## src/rtl/regfile_wb_arbiter.sv

```systemverilog
// Round-robin write-back arbiter for the single register-file write port,
// plus the per-register busy scoreboard used by issue for hazard stalls.
module regfile_wb_arbiter #(
  parameter int NREQ = 3,
  parameter int XLEN = 64
) (
  input  logic                 clk,
  input  logic                 rst,
  input  logic [NREQ-1:0]      req_valid,
  output logic [NREQ-1:0]      req_ready,
  input  logic [5*NREQ-1:0]    req_rd,
  input  logic [XLEN*NREQ-1:0] req_data,
  input  logic                 iss_valid,
  input  logic [4:0]           iss_rd,
  output logic                 w_en,
  output logic [4:0]           w_reg,
  output logic [XLEN-1:0]      w_data,
  output logic [31:0]          busy
);

  localparam int PW = (NREQ > 1) ? $clog2(NREQ) : 1;

  logic [PW-1:0]   rr_ptr;
  logic [PW-1:0]   grant_idx;
  logic [PW-1:0]   cand;
  logic            found;
  logic            xfer;
  logic [4:0]      sel_rd;
  logic [XLEN-1:0] sel_data;
  logic [PW-1:0]   rr_next;
  logic [31:0]     busy_next;
  int              idx;

  // Priority search starting at rr_ptr; depends only on req_valid and rr_ptr.
  always_comb begin
    found     = 1'b0;
    grant_idx = '0;
    cand      = '0;
    idx       = 0;
    for (int k = 0; k < NREQ; k++) begin
      idx = int'(rr_ptr) + k;
      if (idx >= NREQ) idx = idx - NREQ;
      cand = PW'(idx);
      if (!found && req_valid[cand]) begin
        found     = 1'b1;
        grant_idx = cand;
      end
    end
  end

  always_comb begin
    req_ready = '0;
    for (int i = 0; i < NREQ; i++) begin
      req_ready[i] = !rst && found && (grant_idx == PW'(i));
    end
  end

  assign xfer     = |req_ready;
  assign sel_rd   = req_rd[int'(grant_idx)*5 +: 5];
  assign sel_data = req_data[int'(grant_idx)*XLEN +: XLEN];
  assign rr_next  = (int'(grant_idx) == NREQ - 1) ? '0 : grant_idx + PW'(1);

  // Set is applied after clear so a same-register collision leaves the bit set.
  always_comb begin
    busy_next = busy;
    if (w_en) busy_next[w_reg] = 1'b0;
    if (iss_valid && (iss_rd != 5'd0)) busy_next[iss_rd] = 1'b1;
    busy_next[0] = 1'b0;
  end

  always_ff @(posedge clk) begin
    if (rst) begin
      rr_ptr <= '0;
      w_en   <= 1'b0;
      w_reg  <= '0;
      w_data <= '0;
      busy   <= '0;
    end else begin
      busy <= busy_next;
      if (xfer) begin
        rr_ptr <= rr_next;
        w_en   <= (sel_rd != 5'd0);
        w_reg  <= sel_rd;
        w_data <= sel_data;
      end else begin
        w_en <= 1'b0;
      end
    end
  end

endmodule

```

## config.mk

```make
export PLATFORM = sky130hd
export DESIGN_NAME = regfile_wb_arbiter
export DESIGN_NICKNAME = d
export VERILOG_FILES = /design/src/rtl/regfile_wb_arbiter.sv
export SDC_FILE = /design/constraint.sdc
export NUM_CORES = 1
export LEC_CHECK = 0
export ABC_CLOCK_PERIOD_IN_PS = 3100
export CORE_AREA = 2 2 126 128
export DETAILED_ROUTE_END_ITERATION = 7
export DIE_AREA = 0 0 128 130
export DONT_BUFFER_PORTS = 1
export PLACE_DENSITY_LB_ADDON = 0.2
export REMOVE_ABC_BUFFERS = 1
export SKIP_CTS_REPAIR_TIMING = 1
export SLEW_MARGIN = 20
export SYNTH_ARGS = -nofsm -noshare
export SYNTH_HDL_FRONTEND = slang
export SYNTH_SLANG_ARGS = --single-unit
```

## constraint.sdc

```tcl
create_clock -name clk -period 3.1 [get_ports clk]
set_input_delay 0.775 -clock clk [delete_from_list [all_inputs] [get_ports clk]]
set_output_delay 0.775 -clock clk [all_outputs]
set_load 0.05 [all_outputs]
```

**Word-level counts from Yosys, hierarchy flattened**

Index checks and enable logic that the tools add are counted.

- Logic and storage cells: 71
- Bits of input ports: 218
- Register bits: 104

- Equal/unequal tests: 3
- Muxes and demuxes: 22
- Add/sub/neg operators: 6
- Reductions and logical operators: 17
- $lt $le $gt $ge: 10
- Shift-type cells: 2
- Multiply operators: 1
- Bitwise gates (word level): 4

Operators with widths:

| operator | count |
|---|---|
| 192-bit by 9-bit indexed part select with 64-bit output | 1 |
| 32-bit two-way mux | 2 |
| 32-bit AND | 1 |
| 32-bit NOT | 1 |
| 32-bit bitwise OR | 1 |
| 15-bit by 6-bit indexed part select with 5-bit output | 1 |
| 2-bit two-way mux | 7 |
| 5-bit by 6-bit less-than comparator with 1-bit output (second input constant) | 2 |
| 1-bit demux with 5-bit select | 2 |
| 5-bit by 1-bit greater-or-equal comparator with 1-bit output (second input constant) | 2 |
| 5-bit nonzero test | 2 |
| 1-bit logical AND | 9 |
| 2-bit by 3-bit less-than comparator with 1-bit output (second input constant) | 3 |
| 1-bit two-way mux | 8 |
| 1-bit binary-select mux with 2-bit select | 3 |
| 3-bit by 2-bit greater-or-equal comparator with 1-bit output (second input constant) | 2 |
| 2-bit subtractor (second input constant) | 3 |
| 2-bit by 3-bit multiplier with 5-bit output (second input constant) | 1 |
| 2-bit equality test (second input constant) | 2 |
| 2-bit by 1-bit adder with 3-bit output (second input constant) | 1 |
| 2-bit by 2-bit adder with 3-bit output (second input constant) | 1 |
| 1-bit zero test | 3 |
| 3-bit OR reduction | 1 |
| 2-bit by 1-bit adder with 2-bit output (second input constant) | 1 |
| 5 further kinds | 5 |

**Depth between registers and ports, before layout**

Gate-level depths: netlist of run 1.

- Word-level depth: 16
- Mapped depth: 14
- Mapped depth without buffers: 9

**Least setup slack after synthesis of run 1**

OpenSTA, ideal clock, no wires.

- Kind: reg2out
- From: reg rr_ptr[0]
- To: out req_ready[1]
- Setup slack: -0.502 ns
- Cell stages (with the launch flop): 11
- Buffers on the path: 3
- Arrival time: 2.827 ns
- Data required time: 2.325 ns
- Cell sequence: dfxtp_1 inv_1 ha_1 buf_2 mux2i_1 o21ai_1 and3_1 buf_2 o21ai_4 buf_2 nor3_1

- Cells in the longest elaborated chain, start to end: 13
- Elaborated cells on any way between the ends: 30
- Classes of those cells: 5 x add/sub; 3 x order compare; 1 x eq/ne; 15 x mux; 6 x reduce/logical

RTL lines:

| element | RTL line | text |
|---|---|---|
| start, declared | 23 | `logic [PW-1:0] rr_ptr;` |
| start signal, assigned | 81 | `rr_ptr <= rr_next;` |
| parallel branches: the longest is 12 deep, another holds 2-bit by 1-bit adder with 3-bit output | - |  |
| 1-bit logical AND * | 54 | `req_ready[i] = !rst && found && (grant_idx == PW'(i));` |
| end, declared | 10 | `output logic [NREQ-1:0] req_ready,` |

Mark *: on every way between the ends. The select of a mux whose other input is x is not followed.

**Worst setup path in the final report of run 1**

- From: reg rr_ptr[1]
- To: out req_ready[0]

- Cells in the longest elaborated chain, start to end: 13
- Elaborated cells on any way between the ends: 30
- Classes of those cells: 5 x add/sub; 3 x order compare; 15 x mux; 7 x reduce/logical

RTL lines:

| element | RTL line |
|---|---|
| parallel branches: the longest is 12 deep, another holds 2-bit by 1-bit adder with 3-bit output | - |
| 1-bit logical AND * | 54 |

Marked as above.

==> results of run 1 <==
-- final cells by class --
class / count / area, sq um / share of cell area
clock buffer: 9 / 225 / 0.0366
sequential: 103 / 2070 / 0.337
timing repair buffer: 28 / 280 / 0.0456
inverter: 4 / 17.5 / 0.00285
multi-input combinational: 465 / 3190 / 0.519
tap: 192 / 240 / 0.0391
clock inverter: 7 / 125 / 0.0203
antenna: 1 / 2.50 / 0.000407
-- metrics by stage --
stage	setup WS, ns	hold WS (ns)
after detailed placement	-0.0316	0.530
after global routing	-0.0416	0.460
after floorplan	-2.57	0.502
after global placement	0.0451	0.526
after CTS	-0.426	0.471
final	0.0859	0.483
-- logic make-up (layout without fill, tap and decap cells) --
logic type	count (synthesis)	after routing	share of synthesized area
and+or+nand+nor	167	167	0.134
DFF	103	103	0.372
AOI/OAI and AO/OA	222	222	0.286
adders and majority gates	4	4	0.00904
other	1	2	0.000677
muxes	71	71	0.129
buffers and inverters	62	48	0.0698
-- synth_stat cells, types with 5 or more instances --
cell / n
dfxtp_1: 103
nor2_1: 79
mux2i_1: 70
a211oi_1: 64
nand2_1: 47
a21oi_1: 40
a31o_2: 37
o21ai_0: 35
a31o_1: 27
buf_2: 18
clkbuf_1: 18
buf_6: 15
nand3_1: 10
nand3b_1: 8
buf_4: 5
-- report_power, final --
group | internal [W] | switching (W)
Sequential | 0.00176 | 0.00171
Combinational | 0.00189 | 0.00221
Clock | 0.000800 | 0.000532
Total | 0.00445 | 0.00446
-- layout by cell type, fill, tap and decap left out, types with 2 or more instances in the layout --
| master | synthesis | layout |
|---|---|---|
| dfxtp_1 | 103 | 101 |
| o21ai_0 | 35 | 34 |
| nor3b_1 | 4 | 4 |
| a31o_2 | 37 | 37 |
| inv_1 | 4 | 2 |
| buf_12 | 0 | 5 |
| clkbuf_16 | 0 | 9 |
| o22ai_1 | 2 | 2 |
| nand3_1 | 10 | 10 |
| o221ai_1 | 2 | 2 |
| a211oi_1 | 64 | 64 |
| ha_4 | 0 | 2 |
| buf_4 | 5 | 21 |
| or3b_2 | 4 | 4 |
| and3_1 | 3 | 2 |
| mux2i_1 | 70 | 69 |
| a41oi_1 | 2 | 2 |
| bufinv_16 | 0 | 3 |
| nand3b_1 | 8 | 8 |
| nand2b_1 | 3 | 2 |
| nor2_1 | 79 | 78 |
| a31o_1 | 27 | 27 |
| dfxtp_4 | 0 | 2 |
| buf_6 | 15 | 2 |
| a21oi_1 | 40 | 40 |
| inv_6 | 0 | 3 |
| nand2_1 | 47 | 46 |
-- worst max path at each step --
| stage | slack, ns | cells after the start | end |
|---|---|---|---|
| after floorplan | -2.57 | 6 | w_reg[4] |
| after global placement | 0.05 | 7 | req_ready[0] |
| after detailed placement | -0.03 | 7 | req_ready[0] |
| after CTS | -0.43 | 7 | req_ready[0] |
| after global routing | -0.04 | 7 | req_ready[0] |
| final | 0.09 | 7 | req_ready[0] |
-- routing by layer --
layer	GRT usage	routed length (microns)	vias up
li1	-	-	2292
met1	0.234	6830	2243
met2	0.332	8680	216
met3	0.0660	1380	19
met4	0.0608	361	0
met5	0	0	-
-- critical path: cells and delay by family (launching register included) --
kind                     cells  cell delay [ns]
AND/OR/NAND/NOR              3             0.83
flip-flops                   1             0.39
adder cells (fa/ha/maj)      1             0.18
buffers and inverters        1             0.05
AO/OA/AOI/OAI                1             0.24
multiplexers                 1             0.20
==> key figures, run 1 <==
Outcome
  – Status: finished clean

Pwr
  – P per Cell Area: ~1400 nW/um^2
  – Leak: between 2 and 2.5 nW
  – Peak VDD IR: ~0.00086 V
  – Power consumption: slightly below 0.009 W

Drt
  – Drt initial violations: approximately 240
  – Drt drc: 0
  – DRT Pass-1 Iters: 4
  – Wire per inst: 21.3 microns
  – Vias: 4,770
  – Final WL: 17,300 microns
  – Vias per cell: a little under 6
  – Routed Antenna Nets: 0

Synthesis
  – Netlist cell types: 46
  – Cell area after synthesis: 5540 sq um
  – Ys flop type: dfxtp_1
  – Avg Cell Area, Syn: around 8.8 sq um
  – Yosys top cell area share: 0.372
  – Synth area leaders: dfxtp_1 37%, mux2i_1 13%, a211oi_1 8.7%
  – Sequential share of the synthesized area: 0.372
  – #FFs+latches synth: ~100
  – Cell taking the most area after synthesis: dfxtp_1
  – Ys async rst share: 0
  – Syn Inst Count: 630
  – Syn. warnings: 0
  – Post-synth EDFFs: 0

Floorplan
  – Die Wd: 128 microns
  – Die H: roughly 130 microns
  – Rows: 46
  – Die area: 16,600 sq um
  – I/O pins: 323
  – Starting Density: 0.359
  – Core ar.: between 15,000 and 20,000 sq um

Setup path
  – Reg2reg path depth: 11
  – Crit-path max FO: 5
  – Startpoint Class: flop
  – Crit path kind: reg -> out
  – Worst setup path startpoint: rr_ptr[1]
  – Crit path largest cell delay: about 0.57 ns
  – CP max stage cell: nor3_4
  – Critical R2R Capture: w_en
  – CP Capture Type: output pin
  – Cells along the critical path: inv_4 -> ha_4 -> mux2i_4 -> o211ai_2 -> or2_4 -> nand2_2 -> nor3_4
  – Worst R2R Setup Slack: 0.27 ns
  – Critical Path RT: ~2.3 ns
  – Critical Path AT: 2.24 ns
  – Critical R2R Launch: rr_ptr[0]

Timing
  – Unrepaired setup endpoints after global routing: yes
  – Slew margin rel.: 0.442
  – Fmax: approximately 330 MHz
  – Worst Tran Pin Value: approximately 0.84 ns
  – Period utilization: 0.972
  – Crit path time final: approximately 3 ns
  – Finish-stage setup viols: 0
  – Final hold viol count: 0
  – Max-slew violations: 0
  – TNS Setup: 0 ns
  – Fin Clk Skew: 0.0143 ns

Final layout
  – Area delta synth->final: 11.0%
  – Filler cells: roughly 1,500
  – Non-filler instance count after layout: between 800 and 900
  – Max FFs per register: 64
  – Final Net Count: approximately 830
  – Post-Route Utilization: 0.399
  – Final Cell Area: about 6100 sq um
  – Share of cells above drive strength 1: 0.175

Clock tree
  – CTS Sinks: roughly 100
  – Max Buffers Root-to-Sink: 2
  – H-tree levels: 3
  – Skew-Pair Late Insertion Delay: between 0.3 and 0.4 ns
  – Root Buffer: clkbuf_16
  – CTS tree: done
  – Clock-pin transition on the worst setup and hold timing paths: roughly 0.07 ns
  – Total CTS buffers: 9

Worst hold path
  – Tightest Hold Check Type: in -> reg
  – Hold Path Stages: 1
  – Hold endpoint: busy[2]
  – Min-delay src: rst

GRT
  – Initial antenna violation count: 1
  – Vias in the first global route: between 4,000 and 5,000
  – Grt total ovfl: 0
  – Largest net degree at the start of global routing: 138
  – Global-route wire length before repair: about 25,000 microns
  – Global router's overall resource usage: 0.195

Place
  – Placed cell count: roughly 780
  – Port Buffers: 0
  – Gp weighted congestion: 0.846
  – Placement Cell Area: roughly 5600 sq um
  – Detailed placement HPWL: 12,700 microns

Job
  – Max-capacitance violation count: 0
(Power assumes the default switching activity.)
==> run 2: changes to the inputs <==
--- a/config.mk
+++ b/config.mk
@@ -6,10 +6,13 @@
 export NUM_CORES = 1
 export LEC_CHECK = 0
 export ABC_CLOCK_PERIOD_IN_PS = 3100
-export CORE_AREA = 2 2 126 128
+export BUFFER_PORTS_ARGS = -buffer_cell sky130_fd_sc_hd__buf_4
+export CELL_PAD_IN_SITES_DETAIL_PLACEMENT = 0
+export CELL_PAD_IN_SITES_GLOBAL_PLACEMENT = 1
+export CORE_ASPECT_RATIO = 1.4
+export CORE_MARGIN = 2
+export CORE_UTILIZATION = 31
 export DETAILED_ROUTE_END_ITERATION = 7
-export DIE_AREA = 0 0 128 130
-export DONT_BUFFER_PORTS = 1
 export PLACE_DENSITY_LB_ADDON = 0.2
 export REMOVE_ABC_BUFFERS = 1
 export SKIP_CTS_REPAIR_TIMING = 1
==> key figures, run 2 (synthesis results as in run 1) <==
GRT
  – Initial antenna violation count: 0 (-1)
  – Vias in the first global route: 5,698 (+28%)
  – Largest net degree at the start of global routing: 66 (-52%)
  – Global router's overall resource usage: 0.218 (+0.0228)
  – Grt total ovfl: 0 (unchanged)
  – Global-route wire length before repair: 31,500 microns (+26%)

Setup path
  – CP Capture Type: output pin
  – Startpoint Class: flop
  – Critical Path AT: 2.18 ns (-0.06 ns)
  – Crit path largest cell delay: 0.35 ns (-0.22 ns)
  – Crit path kind: reg -> out
  – Critical Path RT: 2.32 ns (about the same)
  – Cells along the critical path: inv_2 -> ha_4 -> mux2i_4 -> o211ai_2 -> or2_2 -> and2_4 -> nor2_2 -> buf_6
  – Crit-path max FO: 7 (+2)
  – CP max stage cell: dfxtp_2

Drt
  – Drt drc: 0 (unchanged)
  – Vias per cell: 5.04 (-15%)
  – DRT Pass-1 Iters: 4 (unchanged)
  – Wire per inst: 18.0 microns (-15%)
  – Drt initial violations: 319 (+32%)
  – Vias: 5,894 (+24%)
  – Final WL: 21,100 microns (+22%)
  – Routed Antenna Nets: 0 (unchanged)

Clock tree
  – Total CTS buffers: 9 (unchanged)
  – Max Buffers Root-to-Sink: 2 (unchanged)
  – CTS Sinks: 103 (unchanged)
  – Clock-pin transition on the worst setup and hold timing paths: 0.07 ns (about the same)
  – Skew-Pair Late Insertion Delay: 0.36 ns (about the same)
  – CTS tree: done
  – H-tree levels: 3 (unchanged)
  – Root Buffer: clkbuf_16

Pwr
  – Combinational power share: 0.661 (+0.201)
  – P_int: 0.00501 W (+12%)
  – Leak: 3.96 nW (+65%)
  – Peak VDD IR: 0.000603 V (-30%)
  – Register share of total power: 0.213 (-0.177)
  – Switching power: 0.00465 W (+4.3%)
  – P per Cell Area: 1130 nW/um^2 (-22%)
  – Sw frac: 0.481 (-0.0189)
  – Clock power share: 0.126 (-0.023)

Floorplan
  – Die H: 162 microns (+25%)
  – Starting Density: 0.318 (-0.0408)
  – I/O pins: 323 (unchanged)
  – Die area: 19,000 sq um (+14%)
  – Core ar.: 17,400 sq um (+13%)
  – Rows: 57 (+24%)
  – Die Wd: 117 microns (-8.6%)

Timing
  – Fmax: 338 MHz (+1.8%)
  – Setup ws final: 0.140 ns (+0.0543 ns)
  – Worst Tran Pin Value: 0.777 ns (-0.0587 ns)
  – Crit path time final: 2.96 ns (-0.0543 ns)
  – Period utilization: 0.955 (-0.0175)
  – Final hold viol count: 0 (unchanged)
  – Finish-stage setup viols: 0 (unchanged)
  – Unrepaired setup endpoints after global routing: no
  – Max-slew violations: 0 (unchanged)
  – Slew margin rel.: 0.480 (+0.0380)
  – Fin Clk Skew: 0.0109 ns (-0.00335 ns)

Place
  – Pre-CTS WS: 0.154 ns (+0.185 ns)
  – Gp weighted congestion: 0.804 (-5.1%)
  – Port Buffers: 321 (+321)
  – Placement Cell Area: 8160 sq um (+45%)
  – Detailed placement HPWL: 16,600 microns (+31%)

Final layout
  – Most frequent cells in the layout: 338 x buf_4, 101 x dfxtp_1, 78 x nor2_1, 69 x mux2i_1, 64 x a211oi_1
  – Area delta synth->final: 54.7%
  – Filler cells: 1,774 (+15%)
  – Max FFs per register: 64 (unchanged)
  – Final Cell Area: 8570 sq um (+39%)
  – Final Net Count: 1,152 (+38%)
  – Share of cells above drive strength 1: 0.453 (+0.278)
  – ANT cells: 0 (-1)
  – Commonest non-fill, non-tap cell in the layout: buf_4

Job
  – Max-capacitance violation count: 0 (unchanged)

Outcome
  – Status: finished clean

Worst hold path
  – Tightest Hold Check Type: reg -> reg
-- run 2: worst paths after layout --
| path | slack [ns] | end | cells after the start | from |
|---|---|---|---|---|
| max reg2reg | 0.35 | w_data[46] | 11 | rr_ptr[1] |
| min | 0.48 | busy[27] | 2 | busy[27] |
| max | 0.14 | req_ready[2] | 8 | rr_ptr[1] |
| min reg2reg | 0.48 | busy[27] | 2 | busy[27] |
-- run 2: layer usage --
| metal | vias to the layer above | GRT usage | routed length (microns) |
|---|---|---|---|
| li1 | 2938 | - | - |
| met1 | 2714 | 0.257 | 8210 |
| met2 | 218 | 0.385 | 11000 |
| met3 | 24 | 0.0489 | 1480 |
| met4 | 0 | 0.0695 | 385 |
| met5 | - | 0 | 0 |
-- run 2: cell type report --
cell class / count / area, sq um / share of cell area
Clock buffer: 9 / 225 / 0.0263
Clock inverter: 6 / 86.3 / 0.0101
Inverter: 4 / 15.0 / 0.00175
Multi-Input combinational cell: 465 / 3180 / 0.371
Sequential cell: 103 / 2070 / 0.241
Tap cell: 236 / 295 / 0.0345
Timing Repair Buffer: 347 / 2700 / 0.315
-- run 2: worst max-delay path, delay by kind of cell (launching register included) --
family / cells / cell delay (ns)
compound gates: 1 / 0.11
flops: 1 / 0.35
mux: 1 / 0.25
simple gates: 3 / 0.64
fa+ha+maj: 1 / 0.20
buf+inv: 2 / 0.28
-- run 2: power groups by stage --
stage	clock, W	sequential (W)	combinational, W
after floorplan	0	0.00331	0.00295
after CTS	0.00125	0.00205	0.00632
after detailed placement	0	0.00207	0.00631
final	0.00121	0.00206	0.00638
after global routing	0.00131	0.00212	0.00686
after global placement	0	0.00206	0.00631
-- run 2: stage by stage --
| step | std cells | utilization | total power (W) | hold WS (ns) | setup TNS, ns |
|---|---|---|---|---|---|
| detailed placement | 1154 | 0.469 | 0.00838 | 0.466 | 0 |
| CTS | 1169 | 0.487 | 0.00962 | 0.478 | -0.396 |
| global route | 1170 | 0.492 | 0.0103 | 0.487 | 0 |
| finish | 1170 | 0.492 | 0.00966 | 0.476 | 0 |
| floorplan | 572 | - | 0.00627 | 0.502 | -183.60 |
| global placement | 1154 | 0.469 | 0.00837 | 0.458 | 0 |
